<file path="src/rtl/screen_update_scheduler.sv">
// Screen-memory write-port scheduler: per game tick, clears the H x V grid,
// streams snake segments, then writes the coin cell. Sole owner of port A.
module screen_update_scheduler #(
  parameter int          H             = 32,
  parameter int          V             = 32,
  parameter logic [1:0]  BG_INDEX      = 2'd0,
  parameter logic [1:0]  SNAKE_INDEX   = 2'd1,
  parameter logic [1:0]  COIN_INDEX    = 2'd2,
  parameter int          SNAKE_TIMEOUT = 2048,
  localparam int         XW            = $clog2(H),
  localparam int         YW            = $clog2(V),
  localparam int         AW            = XW + YW
) (
  input  logic          clk,
  input  logic          reset,
  input  logic          game_tick,
  output logic          snake_start,
  input  logic          snake_valid,
  input  logic [XW-1:0] snake_x,
  input  logic [YW-1:0] snake_y,
  input  logic          snake_last,
  output logic          snake_ready,
  input  logic          coin_valid,
  input  logic [XW-1:0] coin_x,
  input  logic [YW-1:0] coin_y,
  output logic          mem_we,
  output logic [AW-1:0] mem_addr,
  output logic [1:0]    mem_data,
  output logic          busy,
  output logic          frame_done,
  output logic          overrun,
  output logic          timeout
);

  localparam int WDW = $clog2(SNAKE_TIMEOUT + 1);

  typedef enum logic [1:0] {
    IDLE  = 2'd0,
    CLEAR = 2'd1,
    SNAKE = 2'd2,
    COIN  = 2'd3
  } state_t;

  state_t         state_q, state_d;
  logic [AW-1:0]  cnt_q, cnt_d;
  logic [WDW-1:0] wd_q, wd_d;

  logic          mem_we_d, snake_start_d, snake_ready_d;
  logic [AW-1:0] mem_addr_d;
  logic [1:0]    mem_data_d;
  logic          busy_d, frame_done_d, overrun_d, timeout_d;

  // Every output is a register loaded with the value computed for the next
  // cycle, so the write port shows the action decided one cycle earlier.
  always_comb begin
    // NOTE: every signal gets a default before the case so no path leaves it
    // unassigned; otherwise synthesis infers a latch.
    state_d       = state_q;
    cnt_d         = cnt_q;
    wd_d          = wd_q;
    mem_we_d      = 1'b0;
    mem_addr_d    = '0;
    mem_data_d    = '0;
    snake_start_d = 1'b0;
    snake_ready_d = 1'b0;
    busy_d        = 1'b0;
    frame_done_d  = 1'b0;
    overrun_d     = overrun | (game_tick & busy);
    timeout_d     = timeout;

    unique case (state_q)
      IDLE: begin
        // busy is still high for the cycle showing the coin write; a tick
        // there belongs to the finished frame and only flags overrun.
        if (game_tick && !busy) begin
          state_d    = CLEAR;
          cnt_d      = '0;
          mem_we_d   = 1'b1;
          mem_addr_d = '0;
          mem_data_d = BG_INDEX;
          busy_d     = 1'b1;
        end
      end

      CLEAR: begin
        busy_d = 1'b1;
        if (cnt_q == '1) begin
          state_d       = SNAKE;
          snake_start_d = 1'b1;
          wd_d          = '0;
        end else begin
          cnt_d      = cnt_q + AW'(1);
          mem_we_d   = 1'b1;
          mem_addr_d = cnt_q + AW'(1);
          mem_data_d = BG_INDEX;
        end
      end

      SNAKE: begin
        busy_d        = 1'b1;
        snake_ready_d = 1'b1;
        wd_d          = wd_q + WDW'(1);
        if (snake_valid && snake_ready) begin
          mem_we_d   = 1'b1;
          mem_addr_d = {snake_y, snake_x};
          mem_data_d = SNAKE_INDEX;
          if (snake_last) begin
            state_d       = COIN;
            snake_ready_d = 1'b0;
          end
        end
        // A final segment arriving on the watchdog's last cycle wins.
        if (state_d == SNAKE && wd_q == WDW'(SNAKE_TIMEOUT - 1)) begin
          state_d       = COIN;
          snake_ready_d = 1'b0;
          timeout_d     = 1'b1;
        end
      end

      COIN: begin
        busy_d       = 1'b1;
        state_d      = IDLE;
        mem_we_d     = coin_valid;
        mem_addr_d   = {coin_y, coin_x};
        mem_data_d   = COIN_INDEX;
        frame_done_d = 1'b1;
      end

      default: state_d = IDLE;
    endcase
  end

  always_ff @(posedge clk or negedge reset) begin
    if (!reset) begin
      state_q     <= IDLE;
      cnt_q       <= '0;
      wd_q        <= '0;
      mem_we      <= 1'b0;
      mem_addr    <= '0;
      mem_data    <= '0;
      snake_start <= 1'b0;
      snake_ready <= 1'b0;
      busy        <= 1'b0;
      frame_done  <= 1'b0;
      overrun     <= 1'b0;
      timeout     <= 1'b0;
    end else begin
      // NOTE: non-blocking assignments so every register samples the values
      // of the previous cycle regardless of statement order.
      state_q     <= state_d;
      cnt_q       <= cnt_d;
      wd_q        <= wd_d;
      mem_we      <= mem_we_d;
      mem_addr    <= mem_addr_d;
      mem_data    <= mem_data_d;
      snake_start <= snake_start_d;
      snake_ready <= snake_ready_d;
      busy        <= busy_d;
      frame_done  <= frame_done_d;
      overrun     <= overrun_d;
      timeout     <= timeout_d;
    end
  end

endmodule

</file>
<file path="config.mk">
export PLATFORM = sky130hd
export DESIGN_NAME = screen_update_scheduler
export DESIGN_NICKNAME = d
export VERILOG_FILES = /design/src/rtl/screen_update_scheduler.sv
export SDC_FILE = /design/constraint.sdc
export NUM_CORES = 1
export LEC_CHECK = 0
export CAP_MARGIN = 20
export CORE_ASPECT_RATIO = 1.75
export CORE_UTILIZATION = 48
export CTS_CLUSTER_DIAMETER = 30
export DETAILED_ROUTE_END_ITERATION = 6
export PLACE_DENSITY = 0.73
export RECOVER_POWER = 100
export SKIP_CTS_REPAIR_TIMING = 1
export SLEW_MARGIN = 5
export SYNTH_ARGS = -nofsm -noshare
export SYNTH_HDL_FRONTEND = slang
export SYNTH_SLANG_ARGS = --single-unit
export TNS_END_PERCENT = 30
</file>
<file path="constraint.sdc">
create_clock -name clk -period 1.59 [get_ports clk]
set_input_delay 0.477 -clock clk [delete_from_list [all_inputs] [get_ports clk]]
set_output_delay 0.477 -clock clk [all_outputs]
set_load 0.05 [all_outputs]
</file>
==> run summary, run 1 <==
The wire-length estimate of the detail-placed layout is 5.72 mm. The flow ran to the end, but the final reports show violations. Compared with the post-synthesis result, the final layout area differs by 56.8%. Max-cap violations in this run came to 0.

The commonest cells after synthesis are dfrtp_1, nand2_1, nor2_1. The die outline area was 5930 um^2; the maximum single-stage delay on the critical path was 460 ps. The end of the worst register-to-register path was state_q[1]. The net switching component of the power was 0.443 mW. After layout, the minimum clock period comes to 1680 ps. The pre-antenna-repair detailed-routing pass consisted of 4 iterations.

For the proportion of power drawn by flip-flops and latches, the log shows 52.0%. The root buffer cell chosen for the clock tree is clkbuf_8. Counting flops with an async set or reset pin after synthesis yields a share of 100%. The clock network burns 43.7% of the power. The final reports fail on negative setup slack.

The synthesized design devotes to its leading area cell type 39.9% of total area. For the endpoint arrival time on the critical path, the log shows 1870 ps. Global routing finished with a remaining overflow of 0. The floorplan die width was 58.6 um; the clock-pin slew on the worst setup and hold paths was 90 ps.

Detailed routing inserted a total of 2696 vias. For the worst slew margin relative to its limit, the log shows 25.8%. The logs give 4.3% for the combinational cell fraction of total power and 351 for the number of inserted filler cells in the final layout.

The run gives 2 as the buffer depth of the longest clock path. Critical path launch point: state_q[1]. Setup violations remaining at the end of the flow were counted as 18. Cells with a size suffix above 1 make up 38.3% of the layout.

Setup total negative slack on the finished layout was measured at -639 ps. Measured in cells, the most critical reg-to-reg path has a length of 6. The floorplan die height works out to 101 um. The tools report the type of destination of the critical path as a flip-flop. For this design, the slowest cell found on the critical path is dfrtp_2. In the routed layout, each cell is associated on average with a via count of 5.89.

The final layout contains routed wiring with a total length of 8.03 mm. Net switching is 21.1% of the power. Synthesis produced a netlist whose cell count is 279.

The number of remaining DRC errors was 0. By area the synthesized netlist is led by dfrtp_1, ha_1, nand2_1, mux2i_1, a21oi_1. Hold is met by 456 ps. The initial cell density of the core was 50.4%; the cell leakage power was 1.83 nW.

The final cell count without fillers came out at 458. The total CTS buffers is 5. Yosys mapped a number of flops with a built-in enable equal to 0.

The internal portion of the total power is 1.66 mW. CTS saw 43 sinks. The leading area contributor after synthesis is dfrtp_1. The kind of critical path was reg2reg. Global-route usage over all layers: 27.1%.

The net count after synthesis came out at 313. Cells fill 79.1% of the core in the end. Entering global routing, the biggest net connects 44 pins. The logs give 0 for the number of hold violations in the final report and 0 for the number of pins with negative max-slew slack in the final report. The final RePlAce weighted congestion came out at 0.858.

During synthesis, Yosys emitted a total of 0 warnings. In this run the worst hold path is classified as in2async. The number of violations reported at the end of detailed-routing iteration 0 is 117, and the setup slack on the worst flop-to-flop path is -90 ps.

The endpoint required time on the critical path was 1780 ps. The number of distinct library cells after synthesis is 68, and the synthesized area per cell is 9.66 um^2. The H-tree generated during clock tree synthesis spans 2 levels. The critical path ends at state_q[1]. At the later pin of the worst-skew pair, clock insertion delay measures 310 ps. TritonCTS built the clock tree. The power per standard cell area works out to 497 nW/um^2.

The tools report the sequential fraction of the synthesis area as 39.9%. The most repeated cell in the gate-level netlist after synthesis was dfrtp_1. The floorplan has 35 rows. For this run, the top clock speed supported by timing is 596 MHz. The number of input and output port buffers inserted was 44.

The area of the core came out at 5340 um^2. Setup repair after global routing could not meet its margin everywhere. After layout, the worst path uses 105% of the clock period. The placed standard-cell area is 3880 um^2. The logs give 7.22 ps for the clock tree skew after final layout and 0.503 mV for the worst voltage drop across the vdd grid. The number of antenna violations at the first check in global routing is 0, and the top fanout value on the critical path is 6.

Traced cell by cell, the critical path runs through inv_4, ha_4, inv_1, a31oi_4, a21oi_2, mux2_4. In this run the count of I/O pins placed on the die edge is 45. Register bit total from synthesis: 43.

For the pin with the worst max-slew slack, the measured transition is 1110 ps. The number of global-route vias before repair was 2691; the total standard cell area after synthesis was 2700 um^2. The detail route stage leaves a number of antenna-violating nets equal to 0. The tools report the startpoint kind of the worst setup timing path as a flip-flop. The most used flip-flop cell after synthesis is dfrtp_1.

The tools report the startpoint of the worst-slack reg-to-reg timing path as state_q[1]. For the first-pass GRT wire length, the log shows 12.2 mm. Including well taps, the total number of placed cells is 445.

The per-cell routed wire length was 17.5 um. The final design instance area without fill was 4230 um^2. The net count of the finished layout is 417. The worst setup margin is -86.7 ps.

The number of antenna diodes in the final layout is 0.
-- stage by stage --
step                worst slack [ps]  total power [mW]
floorplan                      -96.3              1.12
global placement                -445              1.21
detailed placement              -459              1.21
CTS                             -296              2.10
global route                    -154              2.15
finish                         -86.7              2.10
-- area by class of cell --
type	count	area, um^2	share of cell area (%)
Tap cell	74	92.6	2.19
Clock buffer	6	82.6	1.95
Multi-Input combinational cell	209	1660	39.3
Inverter	9	38.8	0.918
Clock inverter	2	35.0	0.829
Timing Repair Buffer	115	1240	29.2
Sequential cell	43	1080	25.5
-- worst min-delay path by stage --
stage / end / depth (start not counted) / from / slack [ps]
after detailed placement: frame_done / 2 / reset / 470
after global routing: timeout / 2 / reset / 550
final: frame_done / 2 / reset / 460
after global placement: frame_done / 2 / reset / 470
after floorplan: busy / 0 / reset / 180
after CTS: frame_done / 2 / reset / 150
-- layout by cell type (no fill, tap or decap), types with 3 or more instances in the layout --
cell type / count
buf_12: 23
buf_4: 58
o21ai_0: 8
clkbuf_8: 6
dfrtp_2: 3
clkdlybuf4s50_1: 24
o21ai_1: 8
and2_1: 4
a31oi_1: 3
nand2b_1: 4
nor3_1: 6
a211o_1: 3
nor4_1: 8
nand3_1: 9
dfrtp_1: 40
inv_1: 7
buf_6: 8
a21oi_1: 14
nand2_1: 22
ha_4: 5
a22oi_1: 6
nand3_2: 5
mux2i_1: 6
nor2_1: 15
a222oi_1: 5
nand4_1: 5
o211a_1: 3
-- state kept, by name, summed over array words and instances (netlist names) --
register	count
frame_done	1
overrun	1
timeout	1
wd_q	12
state_q	2
snake_ready	1
busy	1
mem_we	1
cnt_q	10
mem_addr	10
mem_data	2
snake_start	1
-- cells by family (layout without fill, tap and decap cells) --
group                    count (synthesis)  after routing  share of synthesized area, %
multiplexers                            11             11                          4.46
AND/OR/NAND/NOR                        108            108                          23.2
buffers and inverters                   27            132                          6.08
flip-flops                              43             43                          39.9
XOR/XNOR                                 2              2                         0.650
AO/OA/AOI/OAI                           80             80                          22.0
adder cells (fa/ha/maj)                  8              8                          3.71
-- worst max-delay path, delay by kind of cell, from the launching register on --
kind            cells  cell delay, ps
mux                 1             320
buf+inv             2             210
fa+ha+maj           1             140
compound gates      2             410
flops               1             460
-- power groups by stage --
stage	Combinational, mW	Sequential, mW	Clock, mW
2_1_floorplan	0.000779	1.11	0
3_3_place_gp	0.0942	1.11	0
3_5_place_dp	0.0942	1.11	0
4_1_cts	0.0951	1.09	0.913
5_1_grt	0.0987	1.09	0.958
6_report	0.0901	1.09	0.918
-- per-layer routing --
metal | vias to the layer above | wire length, um | GRT usage (%)
met5 | - | 0 | 0
met4 | 0 | 234 | 14.5
met3 | 23 | 356 | 4.24
met2 | 89 | 4480 | 49.8
met1 | 1310 | 2960 | 28.7
li1 | 1274 | - | -
Power figures use the tool's default switching activity.
==> run 2: changes to the inputs <==
--- a/config.mk
+++ b/config.mk
@@ -7,10 +7,10 @@
 export LEC_CHECK = 0
 export CAP_MARGIN = 20
 export CORE_ASPECT_RATIO = 1.75
-export CORE_UTILIZATION = 48
+export CORE_UTILIZATION = 35
 export CTS_CLUSTER_DIAMETER = 30
 export DETAILED_ROUTE_END_ITERATION = 6
-export PLACE_DENSITY = 0.73
+export PLACE_DENSITY = 0.56
 export RECOVER_POWER = 100
 export SKIP_CTS_REPAIR_TIMING = 1
 export SLEW_MARGIN = 5
==> run 2 against run 1 <==
Compared with the run above:
- the flow still finishes with violations (negative setup slack)
- non-clock buffer count is 8 higher
- sequential power hardly changed
- routed wire length is 1.7% lower
- die area is 36% higher
- critical path type unchanged
- highest routed layer unchanged
==> run summary, run 2 (synthesis results as in run 1) <==
The tools report the final design instance area without fill as 4380 um^2 (was 4230 um^2). The number of inserted filler cells in the final layout is 670 (was 351). The tools report the worst setup margin as -119 ps (was -86.7 ps). The run finished, with violations left. Violations in the final reports: negative setup slack (unchanged).

Setup repair after global routing could not meet its margin everywhere. The top fanout value on the critical path works out to 4 (was 6). The post-DP HPWL is 5.71 mm (was 5.72 mm), and the worst slew margin relative to its limit is 25.2% (was 25.8%). Largest registers: wd_q: 12 flops, cnt_q: 10 flops, mem_addr: 10 flops (unchanged). The endpoint required time on the critical path was 1760 ps (was 1780 ps); the global-route congestion overflow total was 0 (unchanged). Post-detailed-route count of antenna-violating nets: 0 (unchanged). The placement row count is 42 (was 35), and the initial cell density of the core is 35.9% (was 50.4%). Total of endpoints with negative setup slack in the final report: 16 (was 18). The layout-stage area growth over the synthesis result is 62.4% (was 56.8%).

Number of violations reported at the end of detailed-routing iteration 0: 150 (was 117). The tools report the critical path capture point as state_q[1] (unchanged). The logs give 480 (was 458) for the final cell count without fillers and 2 (unchanged) for the buffer depth of the longest clock path. Detailed-route vias per instance: 5.53 (was 5.89). Type of destination of the critical path: a flip-flop (unchanged). The number of cells on the worst reg-to-reg path works out to 6 (unchanged). The floorplan die height is 118 um (was 101 um). The number of global-route vias before repair is 2609 (was 2691), and the number of flip-flops in the largest register is 12 (unchanged). The clock-pin slew on the worst setup and hold paths was 60 ps (was 90 ps). The logs give 585 MHz (was 596 MHz) for the achievable clock frequency and 43 (unchanged) for the TritonCTS sink count. The minimum period implied by the final worst setup slack came out at 1710 ps (was 1680 ps). TritonCTS built the clock tree.

The tools report the number of inserted diodes as 0 (unchanged). The overall routed net length came out at 7.89 mm (was 8.03 mm). End of the worst register-to-register path: state_q[1] (unchanged).

The run gives 4 (unchanged) as the number of detailed-route iterations in the first pass. Number of violations of the max-capacitance limit: 0 (unchanged). The transition time at the pin with the least slew margin is 1120 ps (was 1110 ps), and the clock latency on the worst-skew pair is 290 ps (was 310 ps). Startpoint kind of the worst setup timing path: a flip-flop (unchanged). The final RePlAce weighted congestion is 0.869 (was 0.858), and the worst-case setup slack after placement is -409 ps (was -459 ps). The run gives 476 ps (was 456 ps) as the worst slack on hold paths. For the setup slack on the worst flop-to-flop path, the log shows -120 ps (was -90 ps). The run gives 2 (unchanged) as the maximum level of the CTS H-tree. The final net count was 425 (was 417); the total I/O pin count was 45 (unchanged). The clock tree skew after final layout was 4.71 ps (was 7.22 ps). The run gives 0 (unchanged) as the number of antenna violations at the first check in global routing. The kind of critical path is reg2reg (unchanged). Share of final-layout standard cells stronger than drive strength 1: 41.1% (was 38.3%).

Commonest cells after routing, fill and taps aside: buf_4, dfrtp_1, clkdlybuf4s50_1, nand2_1, buf_12 (was buf_4, dfrtp_1, clkdlybuf4s50_1, buf_12, nand2_1). Number of hold violations in the final report: 0 (unchanged). The worst voltage drop across the vdd grid came out at 0.461 mV (was 0.503 mV). Register ranked first by flip-flop count: wd_q (unchanged). Startpoint of the worst-slack reg-to-reg timing path: cnt_q[1] (was state_q[1]).

The tools report the total number of vias as 2654 (was 2696). The cell leakage power came out at 1.88 nW (was 1.83 nW). The leading cell type in the layout, fill and taps excluded was buf_4 (unchanged). The run gives 5 (unchanged) as the total CTS buffers. The tools report the cell at the root of the clock tree as clkbuf_16 (was clkbuf_8). The per-cell routed wire length came out at 16.4 um (was 17.5 um). Floorplan die width: 68.3 um (was 58.6 um). For the global-route usage over all layers, the log shows 20.0% (was 27.1%). The kind of path behind the tightest hold check is in2async (unchanged). Number of pins with negative max-slew slack in the final report: 0 (unchanged). The total placed cells including tap cells was 467 (was 445). The overall power of the completed layout is 2.20 mW (was 2.10 mW). The power per standard cell area came out at 502 nW/um^2 (was 497 nW/um^2). The tools report the area of the core as 7510 um^2 (was 5340 um^2). The endpoint arrival time on the critical path came out at 1880 ps (was 1870 ps). The final-layout setup total negative slack came out at -797 ps (was -639 ps). The run gives 12.1 mm (was 12.2 mm) as the first-pass GRT wire length.

The logs give 3930 um^2 (was 3880 um^2) for the placed standard-cell area and 58.3% (was 79.1%) for the final design utilization. The critical path launch point was cnt_q[1] (was state_q[1]). The number of remaining DRC errors was 0 (unchanged); the number of input and output port buffers inserted was 44 (unchanged). The tools report the die outline area as 8070 um^2 (was 5930 um^2). The final critical-path share of the clock period is 107% (was 105%), and the pin count of the biggest net entering global routing is 44 (unchanged).
==> run 2: cell count changes in the layout (fill, tap and decap cells not counted), moves of 3 or more <==
cell,change
buf_4,+6
clkbuf_1,+3
clkbuf_16,+5
clkbuf_8,-6
inv_2,+3
nor4_1,-3
==> run 2: how the worst min path moves through the flow <==
stage	slack, ps	cells after the start	startpoint	to
after floorplan	180	0	reset	busy
final	480	2	reset	mem_addr[3]
after global placement	470	2	reset	mem_addr[3]
after detailed placement	480	2	reset	mem_addr[3]
after CTS	160	2	reset	cnt_q[2]
after global routing	550	1	overrun	overrun
==> run 2: routing by layer <==
metal	global-route usage (%)	share of wire, %	vias to the layer above
met3	3.88	2.8	12
met4	8.72	1.8	0
met5	0	0	-
met1	21.6	38	1313
met2	35.7	57	45
li1	-	-	1284
==> run 2: layout make-up <==
| type | count | area, um^2 | area share (%) |
|---|---|---|---|
| Tap cell | 88 | 110 | 2.52 |
| Multi-Input combinational cell | 209 | 1740 | 39.7 |
| Sequential cell | 43 | 1080 | 24.6 |
| Timing Repair Buffer | 123 | 1280 | 29.2 |
| Clock buffer | 7 | 133 | 3.03 |
| Inverter | 9 | 37.5 | 0.857 |
| Clock inverter | 1 | 5.00 | 0.114 |
==> run 2: critical path, stage by stage, from the launching register on <==
cell	delay (ps)
dfrtp_1	390
ha_4	170
and4_4	250
a31oi_4	130
buf_4	180
a21oi_4	120
mux2_2	340
==> run 2: report_power, final <==
group | switching, mW | internal [mW] | total [mW]
combinational | 0.0348 | 0.0568 | 0.0915
clock | 0.431 | 0.581 | 1.01
sequential | 0.000000000000000124 | 1.09 | 1.09
total | 0.466 | 1.73 | 2.20
